## src/rtl/alarm_ctrl_pkg.sv

```systemverilog
// Shared encodings and constants for the alarm clock key controller.
package alarm_ctrl_pkg;

  typedef enum logic [1:0] {
    StShowTime  = 2'd0,
    StKeyEntry  = 2'd1,
    StShowAlarm = 2'd2
  } state_e;

  localparam logic [3:0]  KEY_ALARM    = 4'hA;
  localparam logic [3:0]  KEY_TIME     = 4'hB;
  localparam int unsigned TIMEOUT_SECS = 10;
  localparam int unsigned MAX_HOUR     = 23;

  // True when the four buffered digits form a legal 24-hour HH:MM.
  function automatic logic time_valid(input logic [3:0] ms_hr, input logic [3:0] ls_hr,
                                      input logic [3:0] ms_min, input logic [3:0] ls_min);
    int unsigned hours;
    hours = 32'(ms_hr) * 10 + 32'(ls_hr);
    return (ms_hr <= 4'd2) && (ls_hr <= 4'd9) && (ms_min <= 4'd5) && (ls_min <= 4'd9) &&
           (hours <= MAX_HOUR);
  endfunction

endpackage

```

## src/rtl/alarm_ctrl_fsm_shreg.sv

```systemverilog
// Four-digit entry buffer; new digits enter at ls_min and push older ones left.
module alarm_key_shreg (
  input  logic       clk,
  input  logic       reset,
  input  logic       clear,
  input  logic       shift,
  input  logic [3:0] digit,
  output logic [3:0] ms_hr,
  output logic [3:0] ls_hr,
  output logic [3:0] ms_min,
  output logic [3:0] ls_min
);

  logic [15:0] buf_q, buf_d;

  // Clear and shift together start a fresh entry with the first digit.
  always_comb begin
    buf_d = buf_q;
    if (clear) buf_d = '0;
    if (shift) buf_d = {buf_d[11:0], digit};
  end

  // Buffer register.
  always_ff @(posedge clk or posedge reset) begin
    if (reset) buf_q <= '0;
    else       buf_q <= buf_d;
  end

  assign ms_hr  = buf_q[15:12];
  assign ls_hr  = buf_q[11:8];
  assign ms_min = buf_q[7:4];
  assign ls_min = buf_q[3:0];

endmodule

```

## src/rtl/alarm_ctrl_fsm.sv

```systemverilog
// Alarm clock key-entry controller: show time, key entry, show alarm.
// Define ALARM_CTRL_TIMEOUT_EN to return to time display after ten idle seconds.
module alarm_ctrl_fsm
  import alarm_ctrl_pkg::*;
(
  input  logic       clk,
  input  logic       reset,
  input  logic       one_second,
  input  logic [3:0] key,
  input  logic       key_valid,
  output logic [3:0] key_ms_hr,
  output logic [3:0] key_ls_hr,
  output logic [3:0] key_ms_min,
  output logic [3:0] key_ls_min,
  output logic       load_new_c,
  output logic       load_new_a,
  output logic       show_new_time,
  output logic       show_alarm,
  output logic       entry_error
);

  state_e state_q, state_d;
  logic   load_c_q, load_c_d, load_a_q, load_a_d, err_q, err_d;
  logic   show_new_q, show_new_d, show_alarm_q, show_alarm_d;
  logic   buf_clear, buf_shift, key_is_digit, key_is_cmd, entry_ok, timeout_hit;

  alarm_key_shreg u_shreg (
    .clk    (clk),
    .reset  (reset),
    .clear  (buf_clear),
    .shift  (buf_shift),
    .digit  (key),
    .ms_hr  (key_ms_hr),
    .ls_hr  (key_ls_hr),
    .ms_min (key_ms_min),
    .ls_min (key_ls_min)
  );

  assign key_is_digit = key <= 4'd9;
  assign key_is_cmd   = (key == KEY_ALARM) || (key == KEY_TIME);
  assign entry_ok     = time_valid(key_ms_hr, key_ls_hr, key_ms_min, key_ls_min);

`ifdef ALARM_CTRL_TIMEOUT_EN
  logic [3:0] idle_cnt_q, idle_cnt_d;

  // Idle-second counter; any key or sitting in time display keeps it at zero.
  always_comb begin
    idle_cnt_d  = idle_cnt_q;
    timeout_hit = 1'b0;
    if (key_valid || (state_q == StShowTime)) begin
      idle_cnt_d = '0;
    end else if (one_second) begin
      if (idle_cnt_q == 4'(TIMEOUT_SECS - 1)) begin
        timeout_hit = 1'b1;
        idle_cnt_d  = '0;
      end else begin
        idle_cnt_d = idle_cnt_q + 4'd1;
      end
    end
  end
`else
  logic unused_one_second;
  assign unused_one_second = one_second;
  assign timeout_hit       = 1'b0;
`endif

  // Next state, buffer control and next values of the registered outputs.
  always_comb begin
    state_d   = state_q;
    buf_clear = 1'b0;
    buf_shift = 1'b0;
    load_c_d  = 1'b0;
    load_a_d  = 1'b0;
    err_d     = 1'b0;
    if (key_valid) begin
      unique case (state_q)
        StShowTime: begin
          if (key_is_digit) begin
            buf_clear = 1'b1;
            buf_shift = 1'b1;
            state_d   = StKeyEntry;
          end else if (key == KEY_ALARM) begin
            state_d = StShowAlarm;
          end
        end
        StKeyEntry: begin
          if (key_is_digit) begin
            buf_shift = 1'b1;
          end else if (key_is_cmd) begin
            load_c_d = entry_ok && (key == KEY_TIME);
            load_a_d = entry_ok && (key == KEY_ALARM);
            err_d    = !entry_ok;
            state_d  = StShowTime;
          end
        end
        StShowAlarm: begin
          if (key_is_cmd) state_d = StShowTime;
        end
        default: state_d = StShowTime;
      endcase
    end else if (timeout_hit) begin
      state_d = StShowTime;
    end
    show_new_d   = state_d == StKeyEntry;
    show_alarm_d = state_d == StShowAlarm;
  end

  // State and registered outputs.
  always_ff @(posedge clk or posedge reset) begin
    if (reset) begin
      state_q      <= StShowTime;
      load_c_q     <= 1'b0;
      load_a_q     <= 1'b0;
      err_q        <= 1'b0;
      show_new_q   <= 1'b0;
      show_alarm_q <= 1'b0;
`ifdef ALARM_CTRL_TIMEOUT_EN
      idle_cnt_q   <= '0;
`endif
    end else begin
      state_q      <= state_d;
      load_c_q     <= load_c_d;
      load_a_q     <= load_a_d;
      err_q        <= err_d;
      show_new_q   <= show_new_d;
      show_alarm_q <= show_alarm_d;
`ifdef ALARM_CTRL_TIMEOUT_EN
      idle_cnt_q   <= idle_cnt_d;
`endif
    end
  end

  assign load_new_c    = load_c_q;
  assign load_new_a    = load_a_q;
  assign entry_error   = err_q;
  assign show_new_time = show_new_q;
  assign show_alarm    = show_alarm_q;

endmodule
```

## config.mk

```make
export PLATFORM = sky130hd
export DESIGN_NAME = alarm_ctrl_fsm
export DESIGN_NICKNAME = d
export VERILOG_FILES = /design/src/rtl/alarm_ctrl_pkg.sv /design/src/rtl/alarm_ctrl_fsm_shreg.sv /design/src/rtl/alarm_ctrl_fsm.sv
export SDC_FILE = /design/constraint.sdc
export NUM_CORES = 1
export LEC_CHECK = 0
export ABC_AREA = 1
export CORE_UTILIZATION = 30
export CTS_CLUSTER_SIZE = 10
export DETAILED_ROUTE_END_ITERATION = 10
export HOLD_SLACK_MARGIN = 0.05
export PLACE_DENSITY = 0.58
export SYNTH_ARGS = -nofsm -noshare
export SYNTH_HDL_FRONTEND = slang
export SYNTH_SLANG_ARGS = --single-unit
export TNS_END_PERCENT = 1
```

## constraint.sdc

```tcl
create_clock -name clk -period 2.05 [get_ports clk]
set_clock_uncertainty 0.15 [all_clocks]
set_input_delay 0.5125 -clock clk [delete_from_list [all_inputs] [get_ports clk]]
set_output_delay 0.5125 -clock clk [all_outputs]
set_load 0.005 [all_outputs]
```

==> summary.txt, run 1 <==
Largest net degree at the start of global routing -> 24
Sequential fraction of design power -> 0.360
Reg2reg path depth -> 11
Cell with the most instances after synthesis -> nand2_1
Gpl congestion -> 0.813
Total CTS buffers -> 3
Final Non-Filler Cells -> 228
CP Data Required Time -> 2.10 ns
Largest area contributor in the netlist -> dfrtp_1
Die height -> 65.4 um
I/O pins -> 29
Multiplexer share of the synthesized area -> 0
Synth Area in Simple Gates -> 0.219
Syn Area/Cell -> 8.56 sq um
Final WL -> 2710 um
Pre-antenna DRT Iters -> 4
Post-synth EDFFs -> 0
Synth top area share -> 0.477
Final #Nets -> 197
Number of buffers inserted by hold repair at cts -> 0
Wirelength per Cell -> 11.9 um
Area contributors post-synth -> dfrtp_1 48%, nand2_1 9.9%, inv_1 6.8%, ha_1 6.2%, o21ai_0 5.0%
# setup viols final -> 3
Syn_nets -> 157
Slowest-stage cell, CP -> fa_1
Sw Share -> 0.384
Remaining DRCs -> 0
Clock Path Buffers -> 2
Vias/cell -> 4.65
Starting density of the core -> 0.320
RSZ-0062 raised after global routing -> true
Chip Width -> 65.4 um
Synth Area in Compound Gates -> 0.116
FF-to-FF End -> load_new_a
Max Freq -> 447 MHz
Site Rows -> 22
Critical Path End Type -> register
Final core utilization -> 0.441
Ant. Diodes -> 0
CTS root buf -> clkbuf_8
Cells after Synth -> 141
CTS tree -> yes
Clock power share -> 0.126
Critical Path, Cell by Cell -> ha_1, ha_2, fa_1, nand2_1, o21ai_2, nand2_1, nand2_1, nand2_1, nand2_2, nand2_2, nor2_1
Post-synth top flop -> dfrtp_1
Max-cap violation count -> 0
Port buffer count -> 27
FF-to-FF setup slack -> -0.19 ns
Core area -> 3770 sq um
Least-Margin Pin Slew -> 0.420 ns
Total net switching power -> 0.840 mW
Min cycle time layout -> 2.24 ns
Slew headroom -> 0.720
Post-route clock period utilization -> 1.09
LEAKAGE -> 0.792 nW
PnR worst setup slack -> -0.185 ns
Register area share after synthesis -> 0.477
WS Path Type -> register to register
First-pass GRT wire length -> 4790 um
H-tree depth -> 1
Top post-synthesis cells by count -> 32 x nand2_1, 23 x dfrtp_1, 22 x inv_1
Largest family of logic cells by synthesized area -> simple AND/OR/NAND/NOR gates
Sink Count -> 23
Setup Fix Bufs, Post-CTS -> 0
Total global-route track usage -> 0.146
Most used cell, CP -> nand2_1
Run status -> complete, but fails checks
Power per Cell Area -> 1310 nW/um^2
Reg2reg start -> u_shreg.buf_q[15]
Power Internal -> 1.35 mW
Crit Path Max Fanout -> 3
Combinational share of power -> 0.514
Synth Area in Adders -> 0.0953
Critical path launch point -> u_shreg.buf_q[15]
CTS clk-pin slew, worst paths -> 0.08 ns
Clk_lat worst skew -> 0.26 ns
Worst Hold Class -> register to register
Crit path depth -> 11
Worst vdd ir -> 0.636 mV
Syn Std Cell Area -> 1210 sq um
Synth unique cells -> 22
Arr. time, crit path -> 2.28 ns
Post-Place Cells -> 224
Vias in the first global route -> 1141
Setup crit end -> load_new_a
Die Footprint -> 4280 sq um
Area Growth Syn to Fin -> 37.7%
Setup TNS -> -0.529 ns
WP buf/inv -> 0
DP HPWL -> 2090 um
Vias -> 1060
Fraction of layout cells with a size suffix above 1 -> 0.133
Synth Area in XOR/XNOR -> 0
Startpoint types -> register
Slowest stage delay, CP -> 0.53 ns
ANT nets after route -> 0
CP top delay family -> adder cells
Total grt overflow -> 0
Hold Fails Final Rpt -> 0
Initial antenna violation count -> 0
FF+latch count, synth -> 23
Yosys warning count -> 0
Slew Viols, Final -> 0
Initial drt markers -> 23
Failing checks -> negative setup slack
Synth async-reset ratio -> 1.00
[kinds of logic (layout without fill, tap and decap cells)]
| logic type | count (synthesis) | count (layout) |
|---|---|---|
| compound gates | 23 | 23 |
| fa+ha+maj | 8 | 8 |
| buf+inv | 26 | 65 |
| flops | 23 | 23 |
| simple gates | 61 | 61 |
[flip-flops by register name (all words and copies together) (netlist names)]
name,cells
load_new_c,1
u_shreg.buf_q,16
state_q,2
show_new_time,1
show_alarm,1
load_new_a,1
entry_error,1
[repair_timing]
| item | CTS | global route |
|---|---|---|
| cloned | 0 | 0 |
| pin swaps | 1 | 0 |
| setup endpoints to repair | 3 | 3 |
| resized for setup | 0 | 3 |
[how the worst min path moves through the flow]
stage / from / to / slack [ns] / depth (start not counted)
floorplan: u_shreg.buf_q[8] / u_shreg.buf_q[8] / 0.35 / 2
global placement: u_shreg.buf_q[0] / u_shreg.buf_q[0] / 0.36 / 2
detailed placement: u_shreg.buf_q[0] / u_shreg.buf_q[0] / 0.37 / 2
CTS: u_shreg.buf_q[0] / u_shreg.buf_q[0] / 0.39 / 2
global route: u_shreg.buf_q[8] / u_shreg.buf_q[8] / 0.42 / 2
finish: u_shreg.buf_q[5] / u_shreg.buf_q[9] / 0.39 / 2
[power by group through the flow]
| stage | registers, mW | logic, mW | clock network, mW |
|---|---|---|---|
| 6_report | 0.786 | 1.12 | 0.276 |
| 5_1_grt | 0.819 | 1.24 | 0.308 |
| 4_1_cts | 0.788 | 1.09 | 0.286 |
| 3_5_place_dp | 0.792 | 1.09 | 0 |
| 3_3_place_gp | 0.792 | 1.04 | 0 |
| 2_1_floorplan | 0.774 | 0.569 | 0 |
[worst reg2reg max path: cells and delay by family (launching register included)]
kind | cells | cell delay, ns
compound gates | 1 | 0.14
fa+ha+maj | 3 | 1.01
flops | 1 | 0.39
simple gates | 7 | 0.50
[metrics by stage]
| step | worst slack, ns | hold slack, ns | power, mW | area, sq um |
|---|---|---|---|---|
| 5_1_grt | -0.265 | 0.422 | 2.37 | 1660 |
| 4_1_cts | -0.198 | 0.390 | 2.17 | 1650 |
| 3_5_place_dp | -0.217 | 0.374 | 1.88 | 1610 |
| 2_1_floorplan | -0.0872 | 0.347 | 1.34 | 1210 |
| 6_report | -0.185 | 0.388 | 2.19 | 1660 |
| 3_3_place_gp | -0.0993 | 0.362 | 1.84 | 1610 |
[cells in the final DEF, fill, tap and decap left out]
cell type         n
inv_2             1
or2_2             1
fa_1              2
dfrtp_1          23
ha_1              5
o21ai_1           3
o21ai_2           2
a211oi_4          1
nand3_1          11
clkbuf_8          3
nor2_1           12
buf_4            10
nand3_2           1
o22ai_1           3
o31ai_1           1
nor2_4            1
buf_12            1
ha_2              1
and2_1            1
nand2_2           2
nor3_1            2
clkbuf_1          1
o21ai_0          11
nand2_1          30
clkdlybuf4s50_1  27
a21oi_1           2
inv_1            22
[area by class of cell]
| cell class | instances | area, sq um |
|---|---|---|
| Fill cell | 365 | 2110 |
| Tap cell | 48 | 60.1 |
| Multi-Input combinational cell | 92 | 531 |
| Timing Repair Buffer | 38 | 365 |
| Sequential cell | 23 | 576 |
| Inverter | 23 | 86.3 |
| Clock buffer | 4 | 45.0 |
[layer usage]
| metal | track usage | wire length (um) | up-vias |
|---|---|---|---|
| li1 | - | - | 530 |
| met1 | 0.182 | 1310 | 498 |
| met2 | 0.255 | 1300 | 30 |
| met3 | 0.0208 | 89 | 2 |
| met4 | 0.0489 | 14 | 0 |
| met5 | 0 | 0 | - |
No activity file was read; power rests on OpenSTA's default activity.
==> run 2, diff against run 1 <==
--- a/config.mk
+++ b/config.mk
@@ -6,11 +6,12 @@
 export NUM_CORES = 1
 export LEC_CHECK = 0
 export ABC_AREA = 1
-export CORE_UTILIZATION = 30
+export ABC_CLOCK_PERIOD_IN_PS = 2050
+export CORE_UTILIZATION = 44
 export CTS_CLUSTER_SIZE = 10
 export DETAILED_ROUTE_END_ITERATION = 10
 export HOLD_SLACK_MARGIN = 0.05
-export PLACE_DENSITY = 0.58
+export PLACE_DENSITY = 0.78
 export SYNTH_ARGS = -nofsm -noshare
 export SYNTH_HDL_FRONTEND = slang
 export SYNTH_SLANG_ARGS = --single-unit
==> run 2 against run 1 <==
  * The flow still finishes with violations (negative setup slack)
  * Design area fell by 3.6%
  * Setup slack got worse by 0.024 ns
  * Highest routed layer unchanged
  * Clock power down 26%
  * First-iteration DRC count shrank 17%
  * Critical path type unchanged
  * Clock-buffer cell count unchanged
==> summary.txt, run 2 (synthesized netlist as in run 1, its figures left out) <==
Most flops, register -> u_shreg.buf_q (unchanged)
Clock Path Buffers -> 2 (unchanged)
DP HPWL -> 1980 um (was 2090 um)
Max Freq -> 443 MHz (was 447 MHz)
CP Data Required Time -> 2.14 ns (was 2.10 ns)
I/O pins -> 29 (unchanged)
WP buf/inv -> 0 (unchanged)
Clk_lat worst skew -> 0.30 ns (was 0.26 ns)
Setup TNS -> -0.567 ns (was -0.529 ns)
Most used cell, CP -> nand2_1 (unchanged)
CTS clk-pin slew, worst paths -> 0.12 ns (was 0.08 ns)
Vias in the first global route -> 972 (was 1141)
Sequential fraction of design power -> 0.372 (was 0.360)
Slew headroom -> 0.745 (was 0.720)
Max-cap violation count -> 0 (unchanged)
Largest net degree at the start of global routing -> 24 (unchanged)
Hold Fails Final Rpt -> 0 (unchanged)
Sw Share -> 0.386 (was 0.384)
Initial antenna violation count -> 0 (unchanged)
Area Growth Syn to Fin -> 32.7% (was 37.7%)
# setup viols final -> 3 (unchanged)
Vias/cell -> 5.05 (was 4.65)
Slowest-stage cell, CP -> fa_1 (unchanged)
Remaining DRCs -> 0 (unchanged)
Core area -> 2540 sq um (was 3770 sq um)
Final hold slack -> 0.381 ns (was 0.388 ns)
Arr. time, crit path -> 2.35 ns (was 2.28 ns)
Total global-route track usage -> 0.189 (was 0.146)
Run status -> complete, but fails checks (unchanged)
Pre-antenna DRT Iters -> 4 (unchanged)
CTS root buf -> clkbuf_4 (was clkbuf_8)
Least-Margin Pin Slew -> 0.383 ns (was 0.420 ns)
RSZ-0062 raised after global routing -> true (unchanged)
Most frequent cells in the layout -> 30 x nand2_1, 26 x clkdlybuf4s50_1, 23 x dfrtp_1 (was 30 x nand2_1, 27 x clkdlybuf4s50_1, 23 x dfrtp_1)
FF-to-FF setup slack -> -0.21 ns (was -0.19 ns)
Power Total -> 2.08 mW (was 2.19 mW)
Min cycle time layout -> 2.26 ns (was 2.24 ns)
Most common cell after layout, fill and taps aside -> nand2_1 (unchanged)
Die Footprint -> 2960 sq um (was 4280 sq um)
Failing checks -> negative setup slack (unchanged)
Slowest stage delay, CP -> 0.56 ns (was 0.53 ns)
Vias -> 1060 (unchanged)
LEAKAGE -> 0.782 nW (was 0.792 nW)
Number of buffers inserted by hold repair at cts -> 0 (unchanged)
Die height -> 54.4 um (was 65.4 um)
Initial drt markers -> 19 (was 23)
First-pass GRT wire length -> 3880 um (was 4790 um)
WS Path Type -> register to register (unchanged)
Area post-placement -> 1570 sq um (was 1610 sq um)
CP top delay family -> adder cells (unchanged)
Total grt overflow -> 0 (unchanged)
FF-to-FF End -> load_new_a (unchanged)
Gpl congestion -> 0.796 (was 0.813)
Reg2reg start -> u_shreg.buf_q[15] (unchanged)
Critical Path, Cell by Cell -> ha_1, ha_2, fa_1, nand2_1, o21ai_1, nand2_1, nand2_1, nand2_1, nand2_2, nand2_2, nor2_1 (was ha_1, ha_2, fa_1, nand2_1, o21ai_2, nand2_1, nand2_1, nand2_1, nand2_2, nand2_2, nor2_1)
Startpoint types -> register (unchanged)
Total net switching power -> 0.801 mW (was 0.840 mW)
Combinational share of power -> 0.530 (was 0.514)
H-tree depth -> 1 (unchanged)
Starting density of the core -> 0.474 (was 0.320)
Critical Path End Type -> register (unchanged)
Fraction of layout cells with a size suffix above 1 -> 0.133 (unchanged)
Wirelength per Cell -> 11.7 um (was 11.9 um)
Power Internal -> 1.27 mW (was 1.35 mW)
Port buffer count -> 27 (unchanged)
Power per Cell Area -> 1300 nW/um^2 (was 1310 nW/um^2)
Final WL -> 2460 um (was 2710 um)
CTS tree -> yes (unchanged)
Final #Nets -> 197 (unchanged)
ANT nets after route -> 0 (unchanged)
Slew Viols, Final -> 0 (unchanged)
Worst vdd ir -> 0.816 mV (was 0.636 mV)
Area of all placed cells without fillers -> 1600 sq um (was 1660 sq um)
Site Rows -> 18 (was 22)
Chip Width -> 54.4 um (was 65.4 um)
Post-route clock period utilization -> 1.10 (was 1.09)
Final core utilization -> 0.630 (was 0.441)
Crit Path Max Fanout -> 3 (unchanged)
Worst Hold Class -> input port to async pin (was register to register)
Leading registers by flop count -> u_shreg.buf_q (16), state_q (2) (unchanged)
PnR worst setup slack -> -0.209 ns (was -0.185 ns)
Clock power share -> 0.098 (was 0.126)
Reg2reg path depth -> 11 (unchanged)
Total CTS buffers -> 3 (unchanged)
Max FFs per register -> 16 (unchanged)
Sink Count -> 23 (unchanged)
Ant. Diodes -> 0 (unchanged)
run 2: changes by cell type in the layout (fill, tap and decap cells not counted):
cell | before | now
clkdlybuf4s50_1 | 27 | 26
buf_4 | 10 | 12
o21ai_1 | 3 | 4
clkbuf_4 | 0 | 3
buf_12 | 1 | 0
clkbuf_8 | 3 | 0
o21ai_2 | 2 | 1
run 2: power groups by stage:
| stage | sequential [mW] | clock (mW) | combinational, mW |
|---|---|---|---|
| after floorplan | 0.774 | 0 | 0.569 |
| after global placement | 0.781 | 0 | 1.03 |
| after detailed placement | 0.784 | 0 | 1.08 |
| after CTS | 0.775 | 0.209 | 1.09 |
| after global routing | 0.798 | 0.224 | 1.23 |
| final | 0.773 | 0.203 | 1.10 |
run 2: worst max path at each step:
stage	from	to	slack (ns)	depth (start not counted)
after floorplan	u_shreg.buf_q[13]	load_new_a	-0.09	11
after global placement	u_shreg.buf_q[15]	load_new_a	-0.1	11
after detailed placement	u_shreg.buf_q[15]	load_new_a	-0.21	11
after CTS	u_shreg.buf_q[15]	load_new_a	-0.24	11
after global routing	u_shreg.buf_q[15]	load_new_a	-0.32	11
final	u_shreg.buf_q[15]	load_new_a	-0.21	11
run 2: timing repair:
item	CTS	global route
setup endpoints to repair	3	4
gates resized for setup	0	3
setup buffers	0	0
endpoints found under the hold margin	0	0
run 2: metrics by stage:
step	worst slack (ns)	cells
after floorplan	-0.0872	141
after global placement	-0.0983	206
after detailed placement	-0.208	206
after CTS	-0.235	210
after global routing	-0.322	210
final	-0.209	210
run 2: final cells by class:
type / count / area [sq um]
multi-input cells: 92 / 527
flip-flops and latches: 23 / 576
repair buffers: 38 / 350
well taps: 30 / 37.5
clock buffers: 4 / 26.3
fillers: 220 / 942
inverters: 23 / 86.3
run 2: worst reg2reg max path, delay by kind of cell (launching register included):
kind                       cells  cell delay [ns]
and+or+nand+nor                7             0.47
AOI/OAI and AO/OA              1             0.13
adders and majority gates      3             1.04
DFF                            1             0.40
run 2: metal layers:
layer | part of all wire | GRT usage
met1 | 0.41 | 0.203
met2 | 0.53 | 0.354
met3 | 0.037 | 0.0278
met4 | 0.015 | 0.0940
met5 | 0 | 0
==> run 3, diff against run 2 <==
--- a/config.mk
+++ b/config.mk
@@ -7,11 +7,14 @@
 export LEC_CHECK = 0
 export ABC_AREA = 1
 export ABC_CLOCK_PERIOD_IN_PS = 2050
-export CORE_UTILIZATION = 44
+export CELL_PAD_IN_SITES_DETAIL_PLACEMENT = 2
+export CELL_PAD_IN_SITES_GLOBAL_PLACEMENT = 2
+export CORE_MARGIN = 5
+export CORE_UTILIZATION = 25
 export CTS_CLUSTER_SIZE = 10
 export DETAILED_ROUTE_END_ITERATION = 10
 export HOLD_SLACK_MARGIN = 0.05
-export PLACE_DENSITY = 0.78
+export PLACE_DENSITY = 0.76
 export SYNTH_ARGS = -nofsm -noshare
 export SYNTH_HDL_FRONTEND = slang
 export SYNTH_SLANG_ARGS = --single-unit
==> run 3 against run 2 <==
  * The flow still finishes with violations (negative setup slack)
  * Final cell count increased by 14%
  * Setup slack got worse by 0.0061 ns
  * Maximum frequency fell by 0.27%
  * Utilization down 27 points
  * Sequential power grew 2%
  * Sequential cell count is the same
  * Critical path type unchanged
  * Critical endpoint unchanged
  * Largest cell class unchanged
==> summary.txt, run 3 (synthesized netlist as in run 1, its figures left out) <==
Register area -> 577 sq um (was 576 sq um)
Largest net degree at the start of global routing -> 24 (unchanged)
# setup viols final -> 3 (unchanged)
Critical path launch point -> u_shreg.buf_q[15] (unchanged)
Final hold slack -> 0.395 ns (was 0.381 ns)
Worst vdd ir -> 0.412 mV (was 0.816 mV)
Hold depth -> 2
Post-route clock period utilization -> 1.10 (about the same)
Final #Nets -> 202 (was 197)
Gpl congestion -> 0.861 (was 0.796)
Reg2reg path depth -> 11 (unchanged)
Initial antenna violation count -> 0 (unchanged)
Final WL -> 3640 um (was 2460 um)
WS Path Type -> register to register (unchanged)
CTS clk-pin slew, worst paths -> 0.08 ns (was 0.12 ns)
Vias/cell -> 4.66 (was 5.05)
Setup crit end -> load_new_a (unchanged)
Die height -> 79.5 um (was 54.4 um)
Die Footprint -> 6320 sq um (was 2960 sq um)
Min cycle time layout -> 2.27 ns (was 2.26 ns)
Total grt overflow -> 0 (unchanged)
Port buffer count -> 27 (unchanged)
H-tree depth -> 1 (unchanged)
Vias -> 1114 (was 1060)
Chip Width -> 79.5 um (was 54.4 um)
Failing checks -> negative setup slack (unchanged)
Critical Path End Type -> register (unchanged)
Pre-CTS setup slack -> -0.247 ns (was -0.208 ns)
Slew Viols, Final -> 0 (unchanged)
PnR worst setup slack -> -0.215 ns (was -0.209 ns)
Fraction of layout cells with a size suffix above 1 -> 0.157 (was 0.133)
Area Growth Syn to Fin -> 40.2% (was 32.7%)
CTS tree -> yes (unchanged)
I/O pins -> 29 (unchanged)
Worst Hold Class -> register to register (was input port to async pin)
FF-to-FF setup slack -> -0.22 ns (was -0.21 ns)
Final Non-Filler Cells -> 239 (was 210)
LEAKAGE -> 0.813 nW (was 0.782 nW)
Leading registers by flop count -> u_shreg.buf_q (16), state_q (2) (unchanged)
ANT nets after route -> 0 (unchanged)
FF-to-FF End -> load_new_a (unchanged)
Hold Fails Final Rpt -> 0 (unchanged)
Least-Margin Pin Slew -> 0.436 ns (was 0.383 ns)
Starting density of the core -> 0.257 (was 0.474)
Most used cell, CP -> nand2_1 (unchanged)
CP top delay family -> adder cells (unchanged)
Most flops, register -> u_shreg.buf_q (unchanged)
Initial drt markers -> 7 (was 19)
First-pass GRT wire length -> 6380 um (was 3880 um)
Slowest-stage cell, CP -> fa_1 (unchanged)
Arr. time, crit path -> 2.31 ns (was 2.35 ns)
Area of the multi-input gates -> 527 sq um (unchanged)
Most frequent cells in the layout -> 30 x nand2_1, 27 x clkdlybuf4s50_1, 22 x inv_1, 22 x dfrtp_1, 16 x buf_4 (was 30 x nand2_1, 26 x clkdlybuf4s50_1, 23 x dfrtp_1)
CTS root buf -> clkbuf_8 (was clkbuf_4)
Crit path depth -> 11 (unchanged)
Pre-antenna DRT Iters -> 4 (unchanged)
Critical Path, Cell by Cell -> ha_1, ha_2, fa_1, nand2_1, o21ai_1, nand2_1, nand2_1, nand2_1, nand2_2, nand2_2, nor2_1 (unchanged)
Clock Path Buffers -> 2 (unchanged)
Total CTS buffers -> 3 (unchanged)
Ant. Diodes -> 0 (unchanged)
RSZ-0062 raised after global routing -> true (unchanged)
CP Data Required Time -> 2.09 ns (was 2.14 ns)
Wirelength per Cell -> 15.2 um (was 11.7 um)
Total global-route track usage -> 0.130 (was 0.189)
Slew headroom -> 0.709 (was 0.745)
Most common cell after layout, fill and taps aside -> nand2_1 (unchanged)
WP buf/inv -> 0 (unchanged)
Max-cap violation count -> 0 (unchanged)
Power per Cell Area -> 1360 nW/um^2 (was 1300 nW/um^2)
Clk_lat worst skew -> 0.26 ns (was 0.30 ns)
Site Rows -> 25 (was 18)
Fillcell total -> 549 (was 220)
Post-Place Cells -> 234 (was 206)
Reg2reg start -> u_shreg.buf_q[15] (unchanged)
Sink Count -> 23 (unchanged)
Remaining DRCs -> 0 (unchanged)
HP Start -> u_shreg.buf_q[8]
Run status -> complete, but fails checks (unchanged)
Slowest stage delay, CP -> 0.54 ns (was 0.56 ns)
Vias in the first global route -> 1373 (was 972)
Core area -> 4690 sq um (was 2540 sq um)
DP HPWL -> 2910 um (was 1980 um)
Max Freq -> 441 MHz (was 443 MHz)
Max FFs per register -> 16 (unchanged)
Startpoint types -> register (unchanged)
Crit Path Max Fanout -> 3 (unchanged)
[run 3: cell count changes in the layout (fill, tap and decap cells not counted)]
cell	delta
clkdlybuf4s50_1	+1
clkbuf_4	-3
dfrtp_1	-1
clkbuf_8	+3
buf_4	+4
dfrtp_2	+1
[run 3: layout make-up]
cell class	instances	share of cell area
inverters	23	0.0510
multi-input cells	92	0.311
flip-flops and latches	23	0.341
clock buffers	4	0.0266
well taps	54	0.0399
repair buffers	43	0.231
[run 3: power breakdown]
group          switching [mW]  internal, mW
Clock                   0.143         0.139
Combinational           0.599         0.633
Sequential              0.173         0.619
[run 3: worst min path at each step]
| stage | to | slack, ns |
|---|---|---|
| floorplan | u_shreg.buf_q[8] | 0.35 |
| global placement | u_shreg.buf_q[0] | 0.35 |
| detailed placement | u_shreg.buf_q[0] | 0.37 |
| CTS | u_shreg.buf_q[8] | 0.41 |
| global route | u_shreg.buf_q[8] | 0.44 |
| finish | u_shreg.buf_q[8] | 0.39 |
[run 3: what timing repair did]
item	in CTS	in global routing
gates resized for setup	2	1
buffers inserted	0	1
pin swaps	2	0
setup endpoints to repair	3	4
hold buffers	0	0
[run 3: per-layer routing]
| metal | routed length [um] | global-route usage | vias up |
|---|---|---|---|
| met2 | 1980 | 0.245 | 18 |
| met4 | 36 | 0.0412 | 0 |
| met1 | 1530 | 0.149 | 555 |
| li1 | - | - | 537 |
| met5 | 0 | 0 | - |
| met3 | 96 | 0.0158 | 4 |
[run 3: worst register-to-register path: cells and delay by family (launching register included)]
family          cells  cell delay (ns)
compound gates      1             0.13
fa+ha+maj           3             1.02
flops               1             0.39
simple gates        7             0.52
[run 3: per-stage QoR]
| stage | setup TNS (ns) | cell area [sq um] | utilization | power [mW] |
|---|---|---|---|---|
| finish | -0.582 | 1690 | 0.361 | 2.30 |
| global route | -0.885 | 1690 | 0.361 | 2.52 |
| CTS | -0.605 | 1680 | 0.359 | 2.35 |
| detailed placement | -0.769 | 1630 | 0.348 | 2.02 |
| global placement | -0.328 | 1630 | 0.348 | 1.91 |
| floorplan | -0.237 | 1210 | - | 1.34 |
